`src/rtl/sprite_ram_writer.sv`:
```
// Sprite RAM write side: accepts a valid/ready stream of 24-bit RGB pixels,
// quantises each one to a colour index and writes one full sprite frame into
// the RAM write port in raster order at linear addresses 0..N-1.
//
// Handshake: a pixel moves on a rising edge where in_valid && in_ready.
// in_ready is a pure function of state (high only in LOAD) and never depends
// on in_valid. The source may hold in_valid low for any number of cycles; the
// pixel count simply holds, so addresses stay contiguous across gaps.
module sprite_ram_writer #(
  parameter int                SPRITE_W    = 32,
  parameter int                SPRITE_H    = 32,
  parameter int                ADDR_W      = 10,
  parameter int                COLOR_W     = 6,
  parameter logic [23:0]       KEY_RGB     = 24'hFF00FF,
  parameter logic [COLOR_W-1:0] TRANSP_CODE = 6'd0,
  parameter logic [COLOR_W-1:0] ALT_CODE    = 6'd1
) (
  input  logic               clk,
  input  logic               rst,
  input  logic               start,
  input  logic               abort,
  input  logic               in_valid,
  output logic               in_ready,
  input  logic [23:0]        in_rgb,
  output logic               we,
  output logic [ADDR_W-1:0]  waddr,
  output logic [COLOR_W-1:0] wdata,
  output logic               busy,
  output logic               done
);

  localparam int                N         = SPRITE_W * SPRITE_H;
  localparam logic [ADDR_W-1:0] LAST_ADDR = ADDR_W'(N - 1);

  // LOAD accepts pixels, LAST carries the final write, DONE pulses done.
  typedef enum logic [1:0] {
    S_IDLE = 2'd0,
    S_LOAD = 2'd1,
    S_LAST = 2'd2,
    S_DONE = 2'd3
  } state_t;

  state_t             state_q, state_d;
  logic [ADDR_W-1:0]  count_q, count_d;
  logic               we_q, we_d;
  logic [ADDR_W-1:0]  waddr_q, waddr_d;
  logic [COLOR_W-1:0] wdata_q, wdata_d;

  // Colour index for one pixel: keep the two MSBs of each channel, reserve
  // the transparent code for the key colour only.
  function automatic logic [COLOR_W-1:0] quantise(input logic [23:0] rgb);
    logic [5:0] q;
    q = {rgb[23:22], rgb[15:14], rgb[7:6]};
    if (rgb == KEY_RGB) begin
      return TRANSP_CODE;
    end else if (COLOR_W'(q) == TRANSP_CODE) begin
      return ALT_CODE;
    end else begin
      return COLOR_W'(q);
    end
  endfunction

  // Next state, pixel count and the registered write stage.
  always_comb begin
    state_d = state_q;
    count_d = count_q;
    we_d    = 1'b0;
    waddr_d = waddr_q;
    wdata_d = wdata_q;

    case (state_q)
      S_IDLE: begin
        // abort wins over a simultaneous start
        if (start && !abort) begin
          state_d = S_LOAD;
          count_d = '0;
        end
      end
      S_LOAD: begin
        if (in_valid) begin
          we_d    = 1'b1;
          waddr_d = count_q;
          wdata_d = quantise(in_rgb);
          if (count_q == LAST_ADDR) begin
            // count stays at N-1; the next start clears it
            state_d = S_LAST;
          end else begin
            count_d = count_q + 1'b1;
          end
        end
      end
      S_LAST: begin
        state_d = S_DONE;
      end
      S_DONE: begin
        state_d = S_IDLE;
      end
      default: begin
        state_d = S_IDLE;
      end
    endcase

    // Cancel drops any pixel handshaken at this edge and suppresses done.
    if (abort && (state_q != S_IDLE)) begin
      state_d = S_IDLE;
      count_d = count_q;
      we_d    = 1'b0;
      waddr_d = waddr_q;
      wdata_d = wdata_q;
    end
  end

  // State and write-port registers, cleared asynchronously.
  always_ff @(posedge clk or posedge rst) begin
    if (rst) begin
      state_q <= S_IDLE;
      count_q <= '0;
      we_q    <= 1'b0;
      waddr_q <= '0;
      wdata_q <= '0;
    end else begin
      state_q <= state_d;
      count_q <= count_d;
      we_q    <= we_d;
      waddr_q <= waddr_d;
      wdata_q <= wdata_d;
    end
  end

  assign in_ready = (state_q == S_LOAD);
  assign busy     = (state_q != S_IDLE);
  assign done     = (state_q == S_DONE);
  assign we       = we_q;
  assign waddr    = waddr_q;
  assign wdata    = wdata_q;

endmodule
```
`config.mk`:
```
export PLATFORM = sky130hd
export DESIGN_NAME = sprite_ram_writer
export DESIGN_NICKNAME = d
export VERILOG_FILES = /design/src/rtl/sprite_ram_writer.sv
export SDC_FILE = /design/constraint.sdc
export NUM_CORES = 1
export LEC_CHECK = 0
export BUFFER_PORTS_ARGS = -buffer_cell sky130_fd_sc_hd__buf_2
export CAP_MARGIN = 20
export CORE_MARGIN = 2
export CORE_UTILIZATION = 54
export DETAILED_ROUTE_END_ITERATION = 10
export GPL_TIMING_DRIVEN = 0
export MAX_ROUTING_LAYER = met4
export PLACE_DENSITY_LB_ADDON = 0.08
export SYNTH_ARGS = -nofsm -noshare
export SYNTH_HDL_FRONTEND = slang
export SYNTH_SLANG_ARGS = --single-unit
```
`constraint.sdc`:
```
create_clock -name clk -period 5.6 [get_ports clk]
set_clock_uncertainty 0.1 [all_clocks]
set_input_delay 0.28 -clock clk [delete_from_list [all_inputs] [get_ports clk]]
set_output_delay 0.28 -clock clk [all_outputs]
set_load 0.02 [all_outputs]
```
# Word-level counts from Yosys, hierarchy flattened
# Cells that the tools add are included.
# op_classes
reduce_logical	10
eq_ne	11
muxes	14
addsub	1
bitwise	1
# op_table
op	count
two-way mux 10 bit	3
equality test 24 bit (second input constant)	1
case mux 10 bit (2 select lines)	1
two-way mux 6 bit	2
adder 10 x 1 -> 10 bit (second input constant)	1
equality test 10 bit (second input constant)	1
two-way mux 2 bit	4
case mux 2 bit (4 select lines)	1
logical NOT 6 bit	1
inequality test 2 bit (second input constant)	3
AND reduction 3 bit	2
AND reduction 5 bit	1
equality test 2 bit (second input constant)	2
nonzero test 2 bit	2
two-way mux 1 bit	3
inequality test 3 x 1 -> 1 bit (second input constant)	1
inequality test 3 x 2 -> 1 bit (second input constant)	1
inequality test 3 bit (second input constant)	1
equality test 2 x 1 -> 1 bit (second input constant)	1
logical AND 1 bit	2
logical NOT 2 bit	1
logical NOT 1 bit	1
inverter 1 bit	1
# word_totals
word_cells	42
output_inout_bits	20
reg_bits	29
inputBits	29

# Depth between registers and ports, before layout
# logic_depth
depth_word	5
ltp_mapped	7
ltp_nobuf	6

# Worst setup path after synthesis
# No wires, ideal clock.
# synth_path
path_type	register to register
start	reg state_q[1]
end	reg count_q[9]
path_stages_with_launch	8
required_time_ns	5.358
path_buffers	1
t_arrival_ns	1.728
slack_ns	3.630
path_cell_list	dfrtp_1 -> inv_1 -> ha_1 -> buf_4 -> mux2i_1 -> or3_1 -> a21oi_4 -> o221ai_1
# synth_via
word_cells_on_any_way	11
classes_between	4 x eq/ne; 1 x mux; 1 x bitwise; 5 x reduce/logical
# synth_rtl
item	line	text
start, declared	43	state_t state_q, state_d;
start signal, assigned	122	state_q <= state_d;
equality test 2 x 1 -> 1 bit *	-	
via in_ready	23	output logic in_ready,
inequality test 2 bit (no line) or nonzero test 2 bit (tied branches)	-	
AND reduction 5 bit (no line)	-	
end signal, assigned	123	count_q <= count_d;
end, declared	44	logic [ADDR_W-1:0] count_q, count_d;
# Mark *: on every way through the listed nets, which the timed path passes. The rest lies on a longest branch.
# A chain may end at the register's enable or synchronous reset.

# Worst setup path in the final report
# layout_path
start	reg state_q[1]
end	reg count_q[9]
# layout_via
elab_chain_cells	4
word_cells_on_any_way	11
classes_between	4 x eq/ne; 1 x mux; 1 x bitwise; 5 x reduce/logical
# layout_rtl
item
parallel branches: the longest is 4 deep, another holds AND reduction 5 bit
# Parallel ways; which one is timed is not known.

==> results.py <==
metrics = {
    "floorplan": {
        "io_pins": 49,
        "die_w_um": 57.78,
        "die_area_um2": 3338,
        "initial_utilization_pct": 56.62,
        "placeableCoreArea_um2": 2758,
        "row_count": 19,
        "die_h_um": 57.78,
    },
    "clock_network": {
        "cts-htree-levels": 2,
        "cts_hold_buffers": 0,
        "cts_made_buffers": 5,
        "cts_num_sinks": 29,
        "post_cts.resized_instances": 0,
        "clkLatencyLatePin_ps": 320,
        "cts_tree": "done",
        "clock_edge_transition_at_the_registers_on_the_reported_setup_and_hold_paths_ps": 90,
        "cts_setup_buffers": 0,
        "clockRootBuffer": "sky130_fd_sc_hd__clkbuf_4",
        "max-clock-path-buffers": 2,
    },
    "layout": {
        "fin_util_pct": 71.82,
        "num_antenna_cells": 0,
        "final_area_um2": 1981,
        "areaGrowthSynthToFinish_pct": 26.84,
        "drive_above_1_share_pct": 35.89,
        "layout.cells.non_filler": 240,
        "final.fill_count": 217,
        "fin_nets": 243,
    },
    "drt": {
        "post_drt_wl_per_cell_um": 14.09,
        "drt-initial-drc-count": 50,
        "num_vias": 1356,
        "met3_wirelength_um": 123,
        "firstDrtPassIters": 4,
        "vias_per_cell": 5.650,
        "remaining_drc_errors": 0,
        "wl_met2_um": 1762,
        "wl_met1_um": 1470,
        "uppermost_metal_layer_occupied_by_signal_nets": "met4",
        "finalWirelength_um": 3382,
        "drt.antenna.violating_nets": 0,
    },
    "setup_path": {
        "worstSetupStartpointType": "flip-flop",
        "timing_worst_setup_path_type": "reg2reg",
        "critPathRequiredTime_ps": 5690,
        "endpoint_type_of_the_worst_setup_path": "flip-flop",
        "r2r_end": "count_q[9]",
        "slowest_delay_ps": 420,
        "kind_of_cell_with_the_highest_combined_delay_on_the_critical_path": "compound AO/OA/AOI/OAI gates",
        "critical_path_cell_sequence": "inv_1, ha_1, buf_4, mux2i_1, or3_1, a21oi_4, o221ai_1",
        "timing.rr.start": "state_q[1]",
        "timing.critical_path.buf_inv": 2,
        "critical_path_depth": 7,
        "worst-r2r-setup-slack_ps": 3550,
        "critPathArrivalTime_ps": 2150,
        "worstPathMaxFanout": 8,
        "worst_path_max_delay_cell": "sky130_fd_sc_hd__dfrtp_1",
        "timing.reg2reg.worst_path_depth": 7,
    },
    "timing": {
        "slew_headroom_pct": 65.78,
        "min_period_over_period_pct": 36.67,
        "setup_viol": 0,
        "fmax_mhz": 487.0,
        "timing_worst_slew_pin_value_ps": 509.4,
        "slew_violations": 0,
        "finalHoldViolCount": 0,
        "period_needed_ps": 2053,
        "grt_setup_unrepaired": "false",
        "final.setup.tns_ps": 0,
    },
    "hold_path": {
        "timing.hold.worst.class": "in2reg",
        "holdCritStartpoint": "in_rgb[23]",
        "end_point_of_the_worst_hold_path": "wdata[5]",
        "hold_critical_path_depth": 3,
    },
    "place": {
        "postPlaceCellArea_um2": 1841,
        "place.port_buffers": 48,
        "gpl.final_weighted_congestion": 0.8685,
        "dp.cells": 230,
        "hpwl_um": 2534,
    },
    "grt": {
        "overall_routing_resource_usage_pct": 22.87,
        "global_route_wire_length_before_repair_um": 5623,
        "antenna_violations_before_repair": 0,
        "first_global_vias": 1302,
        "grt_overflow": 0,
        "grt_start_max_net_pins": 30,
    },
    "yosys": {
        "synthSimpleGateAreaFrac_pct": 20.67,
        "synthTopCellsByArea": "sky130_fd_sc_hd__dfrtp_1, sky130_fd_sc_hd__mux2_2, sky130_fd_sc_hd__ha_1",
        "netlist-cell-type-count": 42,
        "syn-instance-count": 151,
        "synth_nets": 186,
        "synth_top_flop_cell": "sky130_fd_sc_hd__dfrtp_1",
        "post-synth-top-area-cell": "sky130_fd_sc_hd__dfrtp_1",
        "post_synth.cell_area_avg_um2": 10.34,
        "ys_warn_count": 0,
        "post_synthesis_compound_gate_area_fraction_pct": 17.47,
        "ys_async_sr_fraction_pct": 100.0,
        "synth_sequential_area_ratio_pct": 46.47,
        "post_synth_fa_ha_maj_area_fraction_pct": 4.808,
        "synth_most_common_cell": "sky130_fd_sc_hd__dfrtp_1",
        "synth_edf_count": 0,
        "synth_top_family_by_area": "simple AND/OR/NAND/NOR gates",
        "mappedNetlistArea_um2": 1561,
        "synth.ff_latch_count": 29,
        "synth.top_cells.by_count": "sky130_fd_sc_hd__dfrtp_1, sky130_fd_sc_hd__nand2_1, sky130_fd_sc_hd__inv_1",
        "synth.mux.area_fraction_pct": 5.689,
        "post-synth-top-area-fraction_pct": 46.47,
        "synth_xor_area_share_pct": 0,
    },
    "power_and_ir_drop": {
        "combPwrFrac_pct": 41.0,
        "vdd.ir_drop.worst_uv": 341.2,
        "powerDensity_nw_per_um2": 468.2,
        "power.switching_mw": 0.3627,
        "power_report.internal_total_mw": 0.5647,
        "clkPwrFrac_pct": 22.9,
        "reported_leakage_power_nw": 0.9685,
        "p_sw_share_pct": 39.11,
        "seqPwrFrac_pct": 36.1,
    },
    "run": {
        "maxCapViolations": 0,
    },
    "outcome": {
        "run_status": "completed",
    },
}
-- per-stage QoR --
| step | setup WS, ps | power [mW] | hold WS, ps |
|---|---|---|---|
| 2_1_floorplan | 3630 | 0.5988 | 258.1 |
| 3_3_place_gp | 3633 | 0.6978 | 358.5 |
| 3_5_place_dp | 3582 | 0.7153 | 361.7 |
| 4_1_cts | 3563 | 0.9271 | 104.9 |
| 5_1_grt | 3407 | 0.9924 | 95.28 |
| 6_report | 3547 | 0.9273 | 113.2 |
-- cell families after synthesis --
kind of cell | count (synthesis)
AOI/OAI and AO/OA | 38
adders and majority gates | 6
buffers and inverters | 18
DFF | 29
muxes | 8
and+or+nand+nor | 52
-- worst min-delay path, stage by stage --
cell	delay, ps
sky130_fd_sc_hd__buf_2	110
sky130_fd_sc_hd__inv_1	50
sky130_fd_sc_hd__o31ai_1	60
-- cell usage in the layout, fill, tap and decap left out, types with 2 or more instances in the layout --
cell type / count
sky130_fd_sc_hd__nor3_1: 3
sky130_fd_sc_hd__o21ai_1: 2
sky130_fd_sc_hd__nand2_1: 18
sky130_fd_sc_hd__inv_1: 14
sky130_fd_sc_hd__o21ai_0: 8
sky130_fd_sc_hd__o31ai_1: 4
sky130_fd_sc_hd__o211ai_1: 3
sky130_fd_sc_hd__buf_2: 49
sky130_fd_sc_hd__dfrtp_1: 29
sky130_fd_sc_hd__buf_4: 2
sky130_fd_sc_hd__mux2_2: 7
sky130_fd_sc_hd__nor4_1: 3
sky130_fd_sc_hd__nand4_1: 5
sky130_fd_sc_hd__nand2b_1: 2
sky130_fd_sc_hd__clkbuf_4: 5
sky130_fd_sc_hd__a31oi_1: 5
sky130_fd_sc_hd__nor2_1: 5
sky130_fd_sc_hd__bufinv_16: 2
sky130_fd_sc_hd__ha_1: 6
sky130_fd_sc_hd__nand3_1: 5
sky130_fd_sc_hd__a21oi_1: 6
-- registers in the layout (all words and copies together) (netlist names) --
name	flops
count_q	10
state_q	2
waddr	10
we	1
wdata	6
-- power groups by stage --
| stage | clock (mW) | combinational, mW | sequential (mW) |
|---|---|---|---|
| floorplan | 0 | 0.212 | 0.387 |
| global placement | 0 | 0.364 | 0.334 |
| detailed placement | 0 | 0.376 | 0.340 |
| CTS | 0.215 | 0.377 | 0.335 |
| global route | 0.226 | 0.418 | 0.348 |
| finish | 0.212 | 0.381 | 0.335 |
-- routing by layer --
layer	up-vias	global-route usage [%]
met4	0	9.302
li1	670	-
met5	-	-
met1	657	27.83
met2	27	35.55
met3	2	6.920
-- how the worst max path moves through the flow --
stage	start	end	slack, ps
after CTS	state_q[1]	count_q[9]	3560
after floorplan	state_q[1]	count_q[9]	3630
final	state_q[1]	count_q[9]	3550
after global routing	state_q[1]	count_q[9]	3410
after detailed placement	state_q[1]	count_q[9]	3580
after global placement	state_q[1]	count_q[9]	3630
-- layout make-up --
class                      instances  area [µm²]  area share (%)
multi-input combinational        104       759.5           38.34
timing repair buffer              50       277.8           14.02
tap                               31       38.79           1.958
buffer                             4       23.77           1.200
sequential                        29       725.7           36.64
clock buffer                       5       37.54           1.895
inverter                          14       52.55           2.653
clock inverter                     3       65.06           3.285
Note: power is estimated with default switching activity, not from simulation.
